## src/rtl/muldiv_div_seq.sv

```systemverilog
// Sequential radix-2 restoring divider for the M-extension MUL/DIV unit.
// One quotient bit per cycle; signed/unsigned with RISC-V div-by-zero/overflow results.
module muldiv_div_seq #(
   parameter int WIDTH = 32,
   parameter int CNT_W = 6
) (
   input  logic             clk,
   input  logic             reset,
   input  logic             div_start,
   input  logic             div_signed,
   input  logic [WIDTH-1:0] dividend,
   input  logic [WIDTH-1:0] divisor,
   output logic [WIDTH-1:0] quotient,
   output logic [WIDTH-1:0] remainder,
   output logic             div_rdy,
   output logic             div_busy
);

   localparam logic [1:0] IDLE = 2'd0;
   localparam logic [1:0] ITER = 2'd1;
   localparam logic [1:0] FIX  = 2'd2;
   localparam logic [1:0] DONE = 2'd3;

   localparam logic [CNT_W-1:0] LAST = CNT_W'(WIDTH - 1);

   logic [1:0]       state;
   logic [CNT_W-1:0] cnt;
   logic [WIDTH-1:0] p_reg;
   logic [WIDTH-1:0] q_reg;
   logic [WIDTH-1:0] d_reg;
   logic [WIDTH-1:0] a_raw;
   logic             q_neg;
   logic             r_neg;
   logic             d_zero;

   logic [WIDTH-1:0] p_sh;
   logic [WIDTH:0]   trial;
   logic [WIDTH-1:0] a_mag;
   logic [WIDTH-1:0] b_mag;

   always_comb begin
      p_sh  = {p_reg[WIDTH-2:0], q_reg[WIDTH-1]};
      trial = {1'b0, p_sh} - {1'b0, d_reg};
      a_mag = dividend;
      b_mag = divisor;
      if (div_signed && dividend[WIDTH-1]) a_mag = -dividend;
      if (div_signed && divisor[WIDTH-1])  b_mag = -divisor;
   end

   assign div_busy = (state == ITER) || (state == FIX);

   always_ff @(posedge clk or negedge reset) begin
      if (!reset) begin
         state     <= IDLE;
         cnt       <= '0;
         p_reg     <= '0;
         q_reg     <= '0;
         d_reg     <= '0;
         a_raw     <= '0;
         q_neg     <= 1'b0;
         r_neg     <= 1'b0;
         d_zero    <= 1'b0;
         quotient  <= '0;
         remainder <= '0;
         div_rdy   <= 1'b0;
      end else begin
         div_rdy <= 1'b0;
         case (state)
            // DONE samples a held start so back-to-back operations need no bubble.
            IDLE, DONE: begin
               if (div_start) begin
                  p_reg  <= '0;
                  q_reg  <= a_mag;
                  d_reg  <= b_mag;
                  a_raw  <= dividend;
                  q_neg  <= div_signed & (dividend[WIDTH-1] ^ divisor[WIDTH-1]);
                  r_neg  <= div_signed & dividend[WIDTH-1];
                  d_zero <= (divisor == '0);
                  cnt    <= '0;
                  state  <= ITER;
               end else begin
                  state  <= IDLE;
               end
            end
            ITER: begin
               q_reg <= {q_reg[WIDTH-2:0], ~trial[WIDTH]};
               p_reg <= trial[WIDTH] ? p_sh : trial[WIDTH-1:0];
               cnt   <= cnt + 1'b1;
               if (cnt == LAST) state <= FIX;
            end
            FIX: begin
               if (d_zero) begin
                  quotient  <= '1;
                  remainder <= a_raw;
               end else begin
                  quotient  <= q_neg ? -q_reg : q_reg;
                  remainder <= r_neg ? -p_reg : p_reg;
               end
               div_rdy <= 1'b1;
               state   <= DONE;
            end
            default: state <= IDLE;
         endcase
      end
   end

endmodule

```

## config.mk

```make
export PLATFORM = sky130hd
export DESIGN_NAME = muldiv_div_seq
export DESIGN_NICKNAME = d
export VERILOG_FILES = /design/src/rtl/muldiv_div_seq.sv
export SDC_FILE = /design/constraint.sdc
export NUM_CORES = 1
export LEC_CHECK = 0
export CORE_MARGIN = 3
export CORE_UTILIZATION = 55
export CTS_CLUSTER_DIAMETER = 80
export DETAILED_ROUTE_END_ITERATION = 7
export GPL_ROUTABILITY_DRIVEN = 0
export PLACE_DENSITY_LB_ADDON = 0.15
export SYNTH_ARGS = -nofsm -noshare
export SYNTH_HDL_FRONTEND = slang
export SYNTH_SLANG_ARGS = --single-unit
```

## constraint.sdc

```tcl
create_clock -name clk -period 8.34 [get_ports clk]
set_clock_uncertainty 0.1 [all_clocks]
set_input_delay 1.668 -clock clk [delete_from_list [all_inputs] [get_ports clk]]
set_output_delay 1.668 -clock clk [all_outputs]
set_load 0.005 [all_outputs]
```

# Yosys cells after proc, flatten, opt, wreduce, memory -nomap -nowiden

Cells that the tools add are included.

Output and inout bits: 66
Memory bits (read-only): 0
Bits in writable memories: 0
Memories kept: 0
Word-level logic and storage cells: 54
Bits in latches: 0
Flip-flop bits (word level): 204

Shifts and indexed selects: 0
Bitwise logic cells: 4
Add/subtract/negate cells: 6
Equality and inequality tests: 6
Multiplexer cells: 17
Reduce and logical (&&, ||, !) cells: 9
Multipliers: 0
Magnitude comparators: 0
Div/mod/pow operators: 0

Operators by type and width:

| cell                                                  | count |
|---|---|
| 2-to-1 mux 32 bit                                     | 9 |
| negation 32 bit                                       | 4 |
| case mux 32 bit (2 select lines)                      | 2 |
| subtractor 32 x 32 -> 33 bit                          | 1 |
| zero test 32 bit                                      | 1 |
| case mux 6 bit (2 select lines)                       | 1 |
| adder 6 x 1 -> 6 bit, second input constant           | 1 |
| == test 6 x 5 -> 1 bit, second input constant         | 1 |
| 2-to-1 mux 6 bit                                      | 1 |
| case mux 2 bit (3 select lines)                       | 1 |
| == test 2 bit, second input constant                  | 2 |
| AND reduction 2 bit                                   | 2 |
| bitwise AND 1 bit                                     | 2 |
| == test 2 x 1 -> 1 bit, second input constant         | 1 |
| logical AND 1 bit                                     | 2 |
| zero test 2 bit                                       | 1 |
| 2-to-1 mux 1 bit                                      | 2 |
| 2-to-1 mux 2 bit                                      | 1 |
| inequality test 2 x 1 -> 1 bit, second input constant | 1 |
| inequality test 2 bit, second input constant          | 1 |
| nonzero test 2 bit                                    | 1 |
| OR reduction 2 bit                                    | 1 |
| logical OR 1 bit                                      | 1 |
| NOT 1 bit                                             | 1 |
| XOR 1 bit                                             | 1 |

# Logic depth before layout (Yosys ltp)

Gate-level depths: netlist of the first run.

Depth after elaboration: 4
Depth in mapped cells: 13
Depth with buffers taken out: 12

# Worst setup path after synthesis of the first run

No wires, ideal clock.

Path kind: input-to-reg
Start: in dividend[4]
End: reg q_reg[26]
Setup time: 0.086 ns
Required time: 8.154 ns
Data arrival time: 3.558 ns
Slack: 4.596 ns
Stages on the path: 9
Buffers on the path: 0
Cell sequence: or3_1 -> nor3b_1 -> and2_1 -> nand2_1 -> nor3_1 -> a21oi_1 -> xnor2_1 -> and3_1 -> nor3_1

Cells in the longest elaborated chain, start to end: 4

RTL lines:

| what                             | RTL line | text |
|---|---|---|
| from (decl)                      | 11       | `input logic [WIDTH-1:0] dividend,` |
| negation 32 bit                  | 46       | `if (div_signed && dividend[WIDTH-1]) a_mag = -dividend;` |
| 2-to-1 mux 32 bit                | 46       |  |
| 2-to-1 mux 32 bit                | 71       | `if (div_start) begin` |
| case mux 32 bit (2 select lines) | 68       | `case (state)` |
| to (signal assigned)             | 73       | `q_reg <= a_mag;` |
| to (signal assigned)             | 86       | `q_reg <= {q_reg[WIDTH-2:0], ~trial[WIDTH]};` |
| to (decl)                        | 29       | `logic [WIDTH-1:0] q_reg;` |

No other way between the ends. The select of a mux whose other input is x is not followed.
A chain may end at the register's enable or synchronous reset.

# Worst setup path in the final report of the first run

Start: in divisor[3]
End: reg d_reg[30]

Cells in the longest elaborated chain, start to end: 2

RTL lines:

| what                 | RTL line | text |
|---|---|---|
| from (decl)          | 12       | `input logic [WIDTH-1:0] divisor,` |
| negation 32 bit      | 47       | `if (div_signed && divisor[WIDTH-1]) b_mag = -divisor;` |
| 2-to-1 mux 32 bit    | 47       |  |
| to (signal assigned) | 74       | `d_reg <= b_mag;` |
| to (decl)            | 30       | `logic [WIDTH-1:0] d_reg;` |

No other way between the ends.

==> results.txt, run 1 <==
The worst setup path is captured at a flip-flop. Of the cells placed in the final design, the portion with a size suffix greater than 1 is 7.717%. The width of the die came out at 157.8 microns. The later-pin clock latency in the skew report came out at 0.51 ns. In this run the critical register-to-register path is launched from q_reg[31]$_DFFE_PN0P_. Measured along the y axis, the die boundary spans 157.8 microns. The total I/O pin count is 134. The post-detailed-route via-to-cell ratio is 6.062.

The register bit count reported by yosys is 204. The run finished with clean final reports. On the critical path, the stage with the largest delay is an instance of sky130_fd_sc_hd__nor3b_2. The number of instances in the synthesized netlist is 1455. For this block, the via count after detailed routing is 11120. Dividing the detail-routed wire length by the instance count gives 18.16 microns. The number of design-rule violations left by the first detailed-router iteration came out at 944. The total power divided by cell area is 461.3 mW/mm^2.

The number of setup violations in the final report came out at 0. The signed area change from the synthesized netlist to the final layout is 17.66%. Setup repair after global routing left no endpoint under its margin. The start-to-end type of the worst setup path is input port to flip-flop.

The detailed router used layers up to and including met4. The detailed-routed wire length on met2 is 15330 microns. The number of levels in the clock H-tree came out at 1. The total nets after synthesis is 1564. In this run, synthesis inferred 0 flip-flops with an integrated enable. The most critical setup path has its startpoint at divisor[3]. TritonCTS built the clock tree. The number of distinct standard cells referenced by the synthesized netlist is 67.

The max-slew headroom at the worst pin is 21.53%. The worst vdd rail ir drop is 0.2932 mV. In this run the standard cell core region covers 0.02223 sq mm. The startpoint of the worst hold path is d_reg[9]$_DFFE_PN0P_.

The global routing usage summed across all routing layers is 26.68%. The total of cells resized after clock tree synthesis is 0. Of the total power, registers draw 27.8%. The number of hold buffers added after CTS was 0. The upper clock frequency limit came out at 233.3 MHz. Traced cell by cell, the critical path runs through clkdlybuf4s50_1 > nor3_1 > nand2_1 > nor4_1 > nor3b_2 > nand4_1 > o41ai_1 > xor2_1 > o21ai_0.

After clock tree synthesis, the setup repair step added 0 buffers. The post-route antenna net violation count is 0. Sequential elements use 40.30% of the synthesized area.

The sum of net half-perimeters after detailed placement is 23610 microns. At the pin with the least slew margin, the transition time is 1.176 ns. In the post-synthesis netlist, the biggest area contributors are sky130_fd_sc_hd__dfrtp_1 40%, sky130_fd_sc_hd__xor2_1 6.0%, sky130_fd_sc_hd__o21ai_0 5.5%. The setup TNS is 0 ns. The final antenna diode count came out at 0. The worst-case clock buffer depth is 3. In the synthesized netlist the dominant register cell turns out to be sky130_fd_sc_hd__dfrtp_1. The die area is 0.02489 sq mm. The synthesized design spends more area on one cell type than any other, namely sky130_fd_sc_hd__dfrtp_1.

In the final layout, flip-flops and latches occupy 0.005106 sq mm. The remaining global-route overflow came out at 0. The initial antenna violation count is 0. The critical-path maximum fanout is 7. The fraction of synthesis flops using an asynchronous set or reset pin is 100.0%. The post-route cell area is 0.01490 sq mm. The number of buffers added on ports is 133.

The starting density of the core came out at 56.98%. Together, buffers and inverters on the worst path number 1. STA puts the critical path data required time at 8.58 ns. The number of max-slew violations in the final report is 0. The final layout net count is 1649. Across the run, the number of max-cap violations was 0. The cell family contributing the most delay on the critical path is simple AND/OR/NAND/NOR gates. Data arrives at the worst endpoint at 4.53 ns. The tightest min-delay check is of the flip-flop to flip-flop type. Summing every instance area after synthesis gives 0.01267 sq mm. The number of failing hold endpoints at the final stage came out at 0. By count the netlist is led by 204 x sky130_fd_sc_hd__dfrtp_1, 159 x sky130_fd_sc_hd__nand2_1, 139 x sky130_fd_sc_hd__nor2_1. The fraction of synthesized cell area taken by the top area cell type is 40.30%.

The static leakage power came out at 6.361 nW. The startpoint kind of the worst setup timing path is an input port. The wire length of the first global-routing pass came out at 54390 microns. The clock edge transition at the registers on the reported setup and hold paths is 0.06 ns. The area of placed instances is 0.01413 sq mm. Counting every sink on the clock net gives 204. The final wirelength came out at 33330 microns. The mean cell area of the mapped netlist came out at 8.705 sq um. The maximum number of pins on one net before global-route repair is 130. In this run switching power makes up 45.82% of total power. The number of rows created at floorplan is 54. The area used by multi-input combinational logic came out at 0.007024 sq mm. The number of global-route vias before repair was 10670. For this run, the detailed router's first-pass iteration total came to 5.

The clock period minus worst slack is 4.286 ns. The post-detailed-route DRC marker count is 0. The fraction of power consumed by combinational cells came out at 57.0%.

The number of warnings reported in the yosys synthesis log is 0. The count of fill cells added during filler insertion is 1900. The final clock period utilization by the worst path came out at 51.39%. The internal power of the cells totals 3.725 mW. Yosys instantiated no cell more often than sky130_fd_sc_hd__dfrtp_1. Clock tree synthesis selected as its root buffer the cell sky130_fd_sc_hd__clkbuf_16.

In this design, the stage delay of the slowest critical-path cell is 0.57 ns. The number of buffers inserted during clock tree synthesis came out at 23. After layout, the design draws a total of 6.875 mW. The detailed-routing wirelength on met1 came out at 15020 microns. Detailed routing placed a total of 2203 microns of wire on met3. The clock network accounts for 15.1% of the total power. In this run the power spent charging and discharging nets is 3.150 mW.
layer usage:
metal / track usage [%] / vias to the layer above
met2: 42.91 / 383
met1: 38.08 / 5375
met4: 6.529 / 0
met3: 4.265 / 60
li1: - / 5305
met5: 0 / -
tightest hold or removal path: stages (launching register included):
cell	delay [ns]
sky130_fd_sc_hd__dfrtp_1	0.34
sky130_fd_sc_hd__nand2_1	0.04
sky130_fd_sc_hd__o21ai_0	0.06
metrics by stage:
| stage | hold slack, ns | worst slack, ns | util (%) | instances |
|---|---|---|---|---|
| after floorplan | 0.3496 | 4.596 | - | 1455 |
| after global placement | 0.3639 | 3.727 | 63.57 | 1795 |
| after detailed placement | 0.3708 | 3.563 | 63.57 | 1795 |
| after CTS | 0.3839 | 4.074 | 67.04 | 1835 |
| after global routing | 0.4058 | 3.784 | 67.04 | 1835 |
| final | 0.3759 | 4.054 | 67.04 | 1835 |
final cells by class:
class,count,share of cell area (%)
Clock buffer,32,4.357
Clock inverter,8,0.8228
Inverter,58,1.461
Multi-Input combinational cell,1107,47.13
Sequential cell,204,34.26
Tap cell,280,2.351
Timing Repair Buffer,146,9.613
final timing paths:
path	slack (ns)	to	cells after the start
setup / recovery	4.05	d_reg[30]$_DFFE_PN0P_	9
hold / removal	0.38	d_reg[9]$_DFFE_PN0P_	2
setup reg to reg	4.33	p_reg[26]$_DFFE_PN0P_	12
hold reg to reg	0.38	d_reg[9]$_DFFE_PN0P_	2
max in group asynchronous	5.33	q_reg[27]$_DFFE_PN0P_	2
min in group asynchronous	1.21	d_reg[30]$_DFFE_PN0P_	1
cell families after synthesis:
| kind of cell | synth area share (%) |
|---|---|
| buffers and inverters | 4.396 |
| AO/OA/AOI/OAI | 20.37 |
| flip-flops | 40.30 |
| AND/OR/NAND/NOR | 15.26 |
| multiplexers | 5.670 |
| XOR/XNOR | 9.888 |
| adder cells (fa/ha/maj) | 4.109 |
power by group through the flow:
stage / registers (mW) / clock network, mW / logic (mW)
floorplan: 1.74 / 0 / 2.85
global placement: 1.90 / 0 / 3.76
detailed placement: 1.92 / 0 / 3.87
CTS: 1.90 / 1.06 / 3.89
global route: 1.97 / 1.10 / 4.38
finish: 1.91 / 1.04 / 3.92
cells in the final DEF, fill, tap and decap left out, drive strengths merged, types with 28 or more instances in the layout:
master	synthesis	routed
o21ai	141	141
xnor2	56	56
xor2	87	87
a21oi	135	135
ha	40	40
o22ai	30	30
dfrtp	204	204
mux2	54	54
clkdlybuf4s50	0	132
clkbuf	63	33
o31ai	28	28
inv	58	58
nor2	139	139
nand2	159	159
Note: power is estimated with default switching activity, not from simulation.
==> run 2, diff against run 1 <==
clock period = 4.5 ns   (was 8.34 ns; I/O delays follow)
==> run 2 against run 1 <==
  * Non-clock buffer count increased by 9
  * Worst setup slack lost 3.2 ns
  * Via count decreased by 0.60%
  * Sequential cell count did not move
  * Global-route usage is 0.069 points higher
  * Clock power is 81% higher
  * Register-to-register slack worse by 3.4 ns
  * Combinational power up 86%
  * First-iteration DRC count decreased by 5.4%
  * Final cell count up 0.60%
  * Sequential power increased by 86%
==> results.txt, run 2 (synthesis results as in run 1) <==
The run finished with clean final reports. The later-pin clock latency in the skew report came out at 0.51 ns (about the same). The maximum number of pins on one net before global-route repair was 113 (-13%). CTS placed an instance of sky130_fd_sc_hd__clkbuf_16 at the clock tree root.

The filler-free cell count of the finished design is 1846 (+0.60%). The number of rows created at floorplan came to 54 (unchanged). The worst path arrival time came out at 3.88 ns (-0.65 ns). TritonCTS built the clock tree. The number of buffers inserted during clock tree synthesis is 23 (unchanged). The pin slew with the least headroom to its limit is 1.155 ns (-0.02060 ns). The delay contributed by the slowest stage of the critical path is 0.43 ns (-0.14 ns). The critical path goes through inv_1 > ha_1 > fa_1 > nand2b_1 > a21o_1 > a211oi_1 > o31ai_1 > a21oi_1 > a21oi_4 > buf_12 > a32o_1 > or3_1.

The core box area is 0.02223 sq mm (unchanged). The initial antenna violation count is 1 (+1). The critical-path maximum fanout came out at 55 (+48).

The static leakage power came out at 6.423 nW (+0.96%). Leaving out fill and tap cells, the most frequent cells in the layout are 203 x sky130_fd_sc_hd__dfrtp_1, 158 x sky130_fd_sc_hd__nand2_1, 138 x sky130_fd_sc_hd__o21ai_0, 138 x sky130_fd_sc_hd__nor2_1, 134 x sky130_fd_sc_hd__a21oi_1. The sum of net half-perimeters after detailed placement came out at 24280 microns (+2.8%). The clock edge transition at the registers on the reported setup and hold paths is 0.06 ns (about the same). The routed via count came out at 11060 (-0.60%). The share of cells above drive strength 1 is 8.174% (+0.46 points). The kind of end point of the critical path is a flip-flop. The global routing usage summed across all routing layers is 26.74% (+0.069 points).

The worst vdd rail ir drop is 0.4664 mV (+59%). The number of levels in the clock H-tree is 1 (unchanged). The upper clock frequency limit came out at 277.9 MHz.

The class of the most critical hold timing path is input port to asynchronous set/reset pin. The remaining global-route overflow came to 0 (unchanged). The post-route antenna net violation count is 0 (unchanged).

The number of buffers added on ports came out at 133 (unchanged). The number of global-route vias before repair is 10600 (-0.73%). The number of design-rule violations left by the first detailed-router iteration was 893 (-5.4%). The total of cells resized after clock tree synthesis is 0 (unchanged). The count of hold buffers inserted by post-cts repair came out at 0 (unchanged). The final layout net count came out at 1658 (+0.55%). The leading cell type in the layout, fill and taps excluded is sky130_fd_sc_hd__dfrtp_1. The final antenna diode count is 0 (unchanged). The clock period minus worst slack came out at 3.598 ns. The startpoint kind of the worst setup timing path is a flip-flop. The number of placed instances with taps included is 1804 (+0.50%). The worst-case clock buffer depth is 3 (unchanged). The average detailed-routed wire length per instance is 17.94 microns (-1.2%). Compared with the post-synthesis result, the final layout area differs by 18.31%. The width of the die was 157.8 microns (unchanged).

The starting density of the core is 56.98% (unchanged). The number of failing hold endpoints at the final stage is 0 (unchanged). The number of max-cap violations is 0 (unchanged). The count of fill cells added during filler insertion is 1809 (-4.8%). The final wirelength was 33120 microns (-0.61%). The max-slew headroom at the worst pin came out at 22.90% (+1.4 points).

The number of buffers inserted to repair setup after CTS came out at 0 (unchanged). After layout, the worst path uses 79.96% of the clock period. The count of clock tree sinks is 204 (unchanged). The total power divided by cell area came to 847.9 mW/mm^2 (+84%). The endpoint required time on the critical path came out at 4.78 ns (-3.80 ns). The height of the die is 157.8 microns (unchanged).

The total I/O pin count is 134 (unchanged). The start-to-end type of the worst setup path is flip-flop to flip-flop. The internal reg-to-reg setup slack came out at 0.90 ns (-3.43 ns). The number of max-slew violations in the final report is 0 (unchanged). The post-detailed-route via-to-cell ratio came out at 5.989 (-1.2%). The die area came out at 0.02489 sq mm (unchanged). The wire length of the first global-routing pass came to 54210 microns (-0.33%). The number of cells traversed by the worst register-to-register path came out at 12 (unchanged). On the critical path, the stage with the largest delay is an instance of sky130_fd_sc_hd__a211oi_1. The post-detailed-route DRC marker count came out at 0 (unchanged). The number of detailed-route iterations in the first pass came out at 5 (unchanged). The number of setup violations in the final report is 0 (unchanged). The setup TNS came out at 0 ns (unchanged). Setup repair after global routing left no endpoint under its margin.
==> run 2: cell types whose count changed in the layout (fill, tap and decap cells not counted) <==
| cell | delta |
|---|---|
| sky130_fd_sc_hd__buf_4 | +6 |
| sky130_fd_sc_hd__buf_12 | +3 |
| sky130_fd_sc_hd__clkbuf_1 | +3 |
| sky130_fd_sc_hd__clkinvlp_4 | -3 |
| sky130_fd_sc_hd__clkinv_2 | +2 |
| sky130_fd_sc_hd__bufinv_16 | -1 |
| sky130_fd_sc_hd__inv_6 | +1 |
==> run 2: where the power goes <==
group | internal, mW | switching, mW
Sequential | 2.69 | 0.867
Clock | 1.13 | 0.750
Combinational | 3.10 | 4.18
==> run 2: final timing paths <==
path                                       startpoint                    end
worst max-delay path            q_reg[31]$_DFFE_PN0P_  p_reg[26]$_DFFE_PN0P_
worst min-delay path                            reset  d_reg[30]$_DFFE_PN0P_
worst max register to register  q_reg[31]$_DFFE_PN0P_  p_reg[26]$_DFFE_PN0P_
worst min register to register  d_reg[28]$_DFFE_PN0P_  d_reg[28]$_DFFE_PN0P_
max in group asynchronous                       reset  d_reg[25]$_DFFE_PN0P_
min in group clk                d_reg[28]$_DFFE_PN0P_  d_reg[28]$_DFFE_PN0P_
==> run 2: area by class of cell <==
type,instances,area [sq um],share of cell area (%)
well taps,280,350.3,2.338
multi-input cells,1107,7024,46.87
inverters,58,217.7,1.453
clock inverters,7,88.84,0.5928
clock buffers,35,660.6,4.408
flip-flops and latches,204,5106,34.07
repair buffers,155,1538,10.26
==> run 2: layer usage <==
layer  routed length [microns]  vias up  GRT usage (%)  share of wire (%)
li1                          -     5336              -                  -
met2                     15280      336          42.13                 46
met3                      1929       42          4.511                5.8
met1                     15260     5340          39.20                 46
met5                         9        -              0              0.027
met4                       645        2          5.702                1.9
==> run 2: worst max-delay path: cells and delay by family (launching register included) <==
kind                     cells  cell delay, ns
AO/OA/AOI/OAI                6            1.59
adder cells (fa/ha/maj)      2            0.62
buffers and inverters        2            0.31
flip-flops                   1            0.35
AND/OR/NAND/NOR              2            0.49
==> run 2: stage by stage <==
stage	cell area, sq um	hold slack [ns]	total power [mW]	utilization, %	setup slack, ns
floorplan	12670	0.3496	8.521	-	1.524
global placement	14240	0.3663	10.54	64.04	0.7842
detailed placement	14240	0.3692	10.74	64.04	0.7765
CTS	14990	0.3818	12.67	67.42	0.9303
global route	14990	0.3865	13.79	67.42	0.7455
finish	14990	0.3715	12.71	67.42	0.9017
==> run 3, diff against run 2 <==
clock period = 3.6 ns   (was 4.5 ns; I/O delays follow)
==> run 3 against run 2 <==
  * Final cell count rose by 1.6%
  * Hold slack lost 0.25 ns
  * Fmax up 3.4%
  * Combinational power is 29% higher
==> results.txt, run 3 (synthesis results as in run 1) <==
The run finished with clean final reports. The number of stages on the worst setup path is 13 (+1). The library cells used most frequently in the layout, excluding fill and tap cells, are 203 x sky130_fd_sc_hd__dfrtp_1, 158 x sky130_fd_sc_hd__nand2_1, 138 x sky130_fd_sc_hd__o21ai_0, 138 x sky130_fd_sc_hd__nor2_1, 134 x sky130_fd_sc_hd__a21oi_1. The pin slew with the least headroom to its limit is 1.101 ns (-0.05459 ns). Leaving out fill and tap cells, the most frequent cell in the layout is sky130_fd_sc_hd__dfrtp_1. The worst-case clock buffer depth is 3 (unchanged). The setup TNS is 0 ns (unchanged). The number of levels in the clock H-tree came to 1 (unchanged). The internal power consumption came out at 8.884 mW (+29%). The post-route cell area is 0.01527 sq mm (+1.9%). The buffers plus inverters on the worst setup path came out at 2 (unchanged). The maximum number of pins on one net before global-route repair is 75 (-34%). The setup path with the least slack is of type flip-flop to flip-flop.

The final layout net count was 1689 (+1.9%). The clock period minus worst slack is 3.479 ns (-0.1189 ns). The worst path setup slack after routing came out at 0.1207 ns (-0.7811 ns). The number of global-route vias before repair is 10790 (+1.8%). The endpoint required time on the critical path came out at 3.89 ns (-0.89 ns). The average detailed-routed wire length per instance came to 17.84 microns (-0.58%). Setup repair after global routing left no endpoint under its margin. The number of max-cap violations came out at 0 (unchanged). The starting density of the core is 56.98% (unchanged). The signed area change from the synthesized netlist to the final layout came out at 20.55%. The share of cells above drive strength 1 is 10.21% (+2.0 points).

The startpoint kind of the worst setup timing path is a flip-flop. The cell type group with the largest total delay on the critical path is compound AO/OA/AOI/OAI gates. The number of rows created at floorplan is 54 (unchanged). The post-route antenna net violation count came to 0 (unchanged). TritonCTS built the clock tree.

The delay contributed by the slowest stage of the critical path is 0.50 ns (+0.07 ns). The worst path arrival time is 3.77 ns (-0.11 ns). The remaining global-route overflow came out at 0 (unchanged). The total power divided by cell area is 1062 mW/mm^2 (+25%).

The count of hold buffers inserted by post-cts repair came out at 0 (unchanged). The wire length of the first global-routing pass was 54590 microns (+0.70%). STA classifies the critical path endpoint as a flip-flop. The max-slew headroom at the worst pin is 26.62% (+3.7 points). The die area is 0.02489 sq mm (unchanged). The total of cells resized after clock tree synthesis is 0 (unchanged). The final clock period utilization by the worst path is 96.65% (+17 points). The height of the die is 157.8 microns (unchanged). The number of buffers inserted during clock tree synthesis is 23 (unchanged). The sum of net half-perimeters after detailed placement is 24520 microns (+1.0%). The number of max-slew violations in the final report is 0 (unchanged).

The final wirelength is 33470 microns (+1.0%). The fraction of power consumed by combinational cells is 58.0% (+0.7 points). The static leakage power is 6.605 nW (+2.8%). Walking the worst path, the cells encountered are inv_1 > ha_1 > fa_1 > nand2b_1 > a21o_1 > a211oi_1 > buf_4 > o31ai_1 > a211oi_1 > a311oi_1 > a31oi_1 > mux2i_1 > nand2_1. The number of design-rule violations left by the first detailed-router iteration is 909 (+1.8%). The number of cells traversed by the worst register-to-register path is 13 (+1).

The number of failing hold endpoints at the final stage is 0 (unchanged). The count of clock tree sinks came to 204 (unchanged). The core box area is 0.02223 sq mm (unchanged). The area of placed instances came out at 0.01448 sq mm (+1.7%).

The critical-path maximum fanout was 3 (-95%). The clock share of power is 15.1% (+0.3 points). The total power consumption of the routed design came out at 16.22 mW (+28%). The post-detailed-route via-to-cell ratio is 5.962 (-0.45%). The cell with the largest stage delay on the worst path is sky130_fd_sc_hd__dfrtp_1. The number of buffers added on ports came out at 133 (unchanged). The global routing usage summed across all routing layers is 26.88% (+0.14 points). The number of detailed-route iterations in the first pass is 6 (+1). The setup slack after placement came out at 0.2437 ns (-0.5328 ns). The later-pin clock latency in the skew report is 0.52 ns (about the same). The share of the core filled with cells in the final layout is 68.69% (+1.3 points).

The min-delay analysis places its worst path in the category input port to asynchronous set/reset pin. The number of setup violations in the final report came out at 0 (unchanged). Among the stages of the critical path, the cell type that occurs most often is sky130_fd_sc_hd__a211oi_1. The initial antenna violation count is 0 (-1).

The tree is rooted in a sky130_fd_sc_hd__clkbuf_16. The width of the die came out at 157.8 microns (unchanged). The upper clock frequency limit came to 287.4 MHz (+3.4%). The net switching power figure came to 7.332 mW (+27%). The post-detailed-route DRC marker count came out at 0 (unchanged).

The final antenna diode count was 0 (unchanged). The routed via count is 11190 (+1.2%). The number of buffers inserted to repair setup after CTS is 0 (unchanged).

The switching power as a share of total power came to 45.22% (-0.40 points). The sequential share of power came out at 26.9% (-1.1 points). The total I/O pin count came out at 134 (unchanged). The clock edge transition at the registers on the reported setup and hold paths is 0.06 ns (about the same). The worst vdd rail ir drop came out at 0.5925 mV (+27%).
-- run 3: cell types whose count changed in the layout (fill, tap and decap cells not counted) --
| cell | before | now |
|---|---|---|
| sky130_fd_sc_hd__clkbuf_8 | 5 | 6 |
| sky130_fd_sc_hd__bufinv_16 | 2 | 3 |
| sky130_fd_sc_hd__buf_12 | 3 | 4 |
| sky130_fd_sc_hd__clkbuf_1 | 8 | 3 |
| sky130_fd_sc_hd__buf_4 | 19 | 49 |
| sky130_fd_sc_hd__clkinv_2 | 4 | 5 |
| sky130_fd_sc_hd__clkinvlp_4 | 0 | 1 |
-- run 3: per-layer routing --
layer | up-vias | wire length (microns) | GRT usage (%) | part of all wire, %
met3 | 50 | 2136 | 3.745 | 6.4
met2 | 387 | 15610 | 43.94 | 47
met4 | 0 | 726 | 7.273 | 2.2
li1 | 5383 | - | - | -
met5 | - | 0 | 0 | 0
met1 | 5365 | 14990 | 37.81 | 45
-- run 3: area by class of cell --
type / count / area, sq um
Multi-Input combinational cell: 1107 / 7024
Tap cell: 280 / 350.3
Clock inverter: 10 / 131.4
Fill cell: 1749 / 6960
Sequential cell: 204 / 5106
Inverter: 58 / 217.7
Clock buffer: 31 / 655.6
Timing Repair Buffer: 186 / 1783
-- run 3: per-stage QoR --
step | std cells | hold slack (ns)
6_report | 1876 | 0.1231
5_1_grt | 1876 | 0.1575
4_1_cts | 1876 | 0.1505
3_5_place_dp | 1835 | 0.3663
3_3_place_gp | 1835 | 0.3619
2_1_floorplan | 1455 | 0.3244
-- run 3: power groups by stage --
stage / sequential, mW / combinational, mW / clock [mW]
after floorplan: 4.04 / 6.61 / 0
after global placement: 4.34 / 9.03 / 0
after detailed placement: 4.37 / 9.25 / 0
after CTS: 4.34 / 9.33 / 2.50
after global routing: 4.49 / 10.5 / 2.58
final: 4.36 / 9.40 / 2.45
-- run 3: final timing paths --
| check | start | endpoint | slack [ns] |
|---|---|---|---|
| max | q_reg[31]$_DFFE_PN0P_ | p_reg[30]$_DFFE_PN0P_ | 0.12 |
| min | reset | d_reg[29]$_DFFE_PN0P_ | 0.12 |
| max reg2reg | q_reg[31]$_DFFE_PN0P_ | p_reg[30]$_DFFE_PN0P_ | 0.12 |
| min reg2reg | remainder[30]$_DFFE_PN0P_ | remainder[30]$_DFFE_PN0P_ | 0.37 |
| max in group asynchronous | reset | state[1]$_DFFE_PN0P_ | 2.28 |
| min in group clk | remainder[30]$_DFFE_PN0P_ | remainder[30]$_DFFE_PN0P_ | 0.37 |
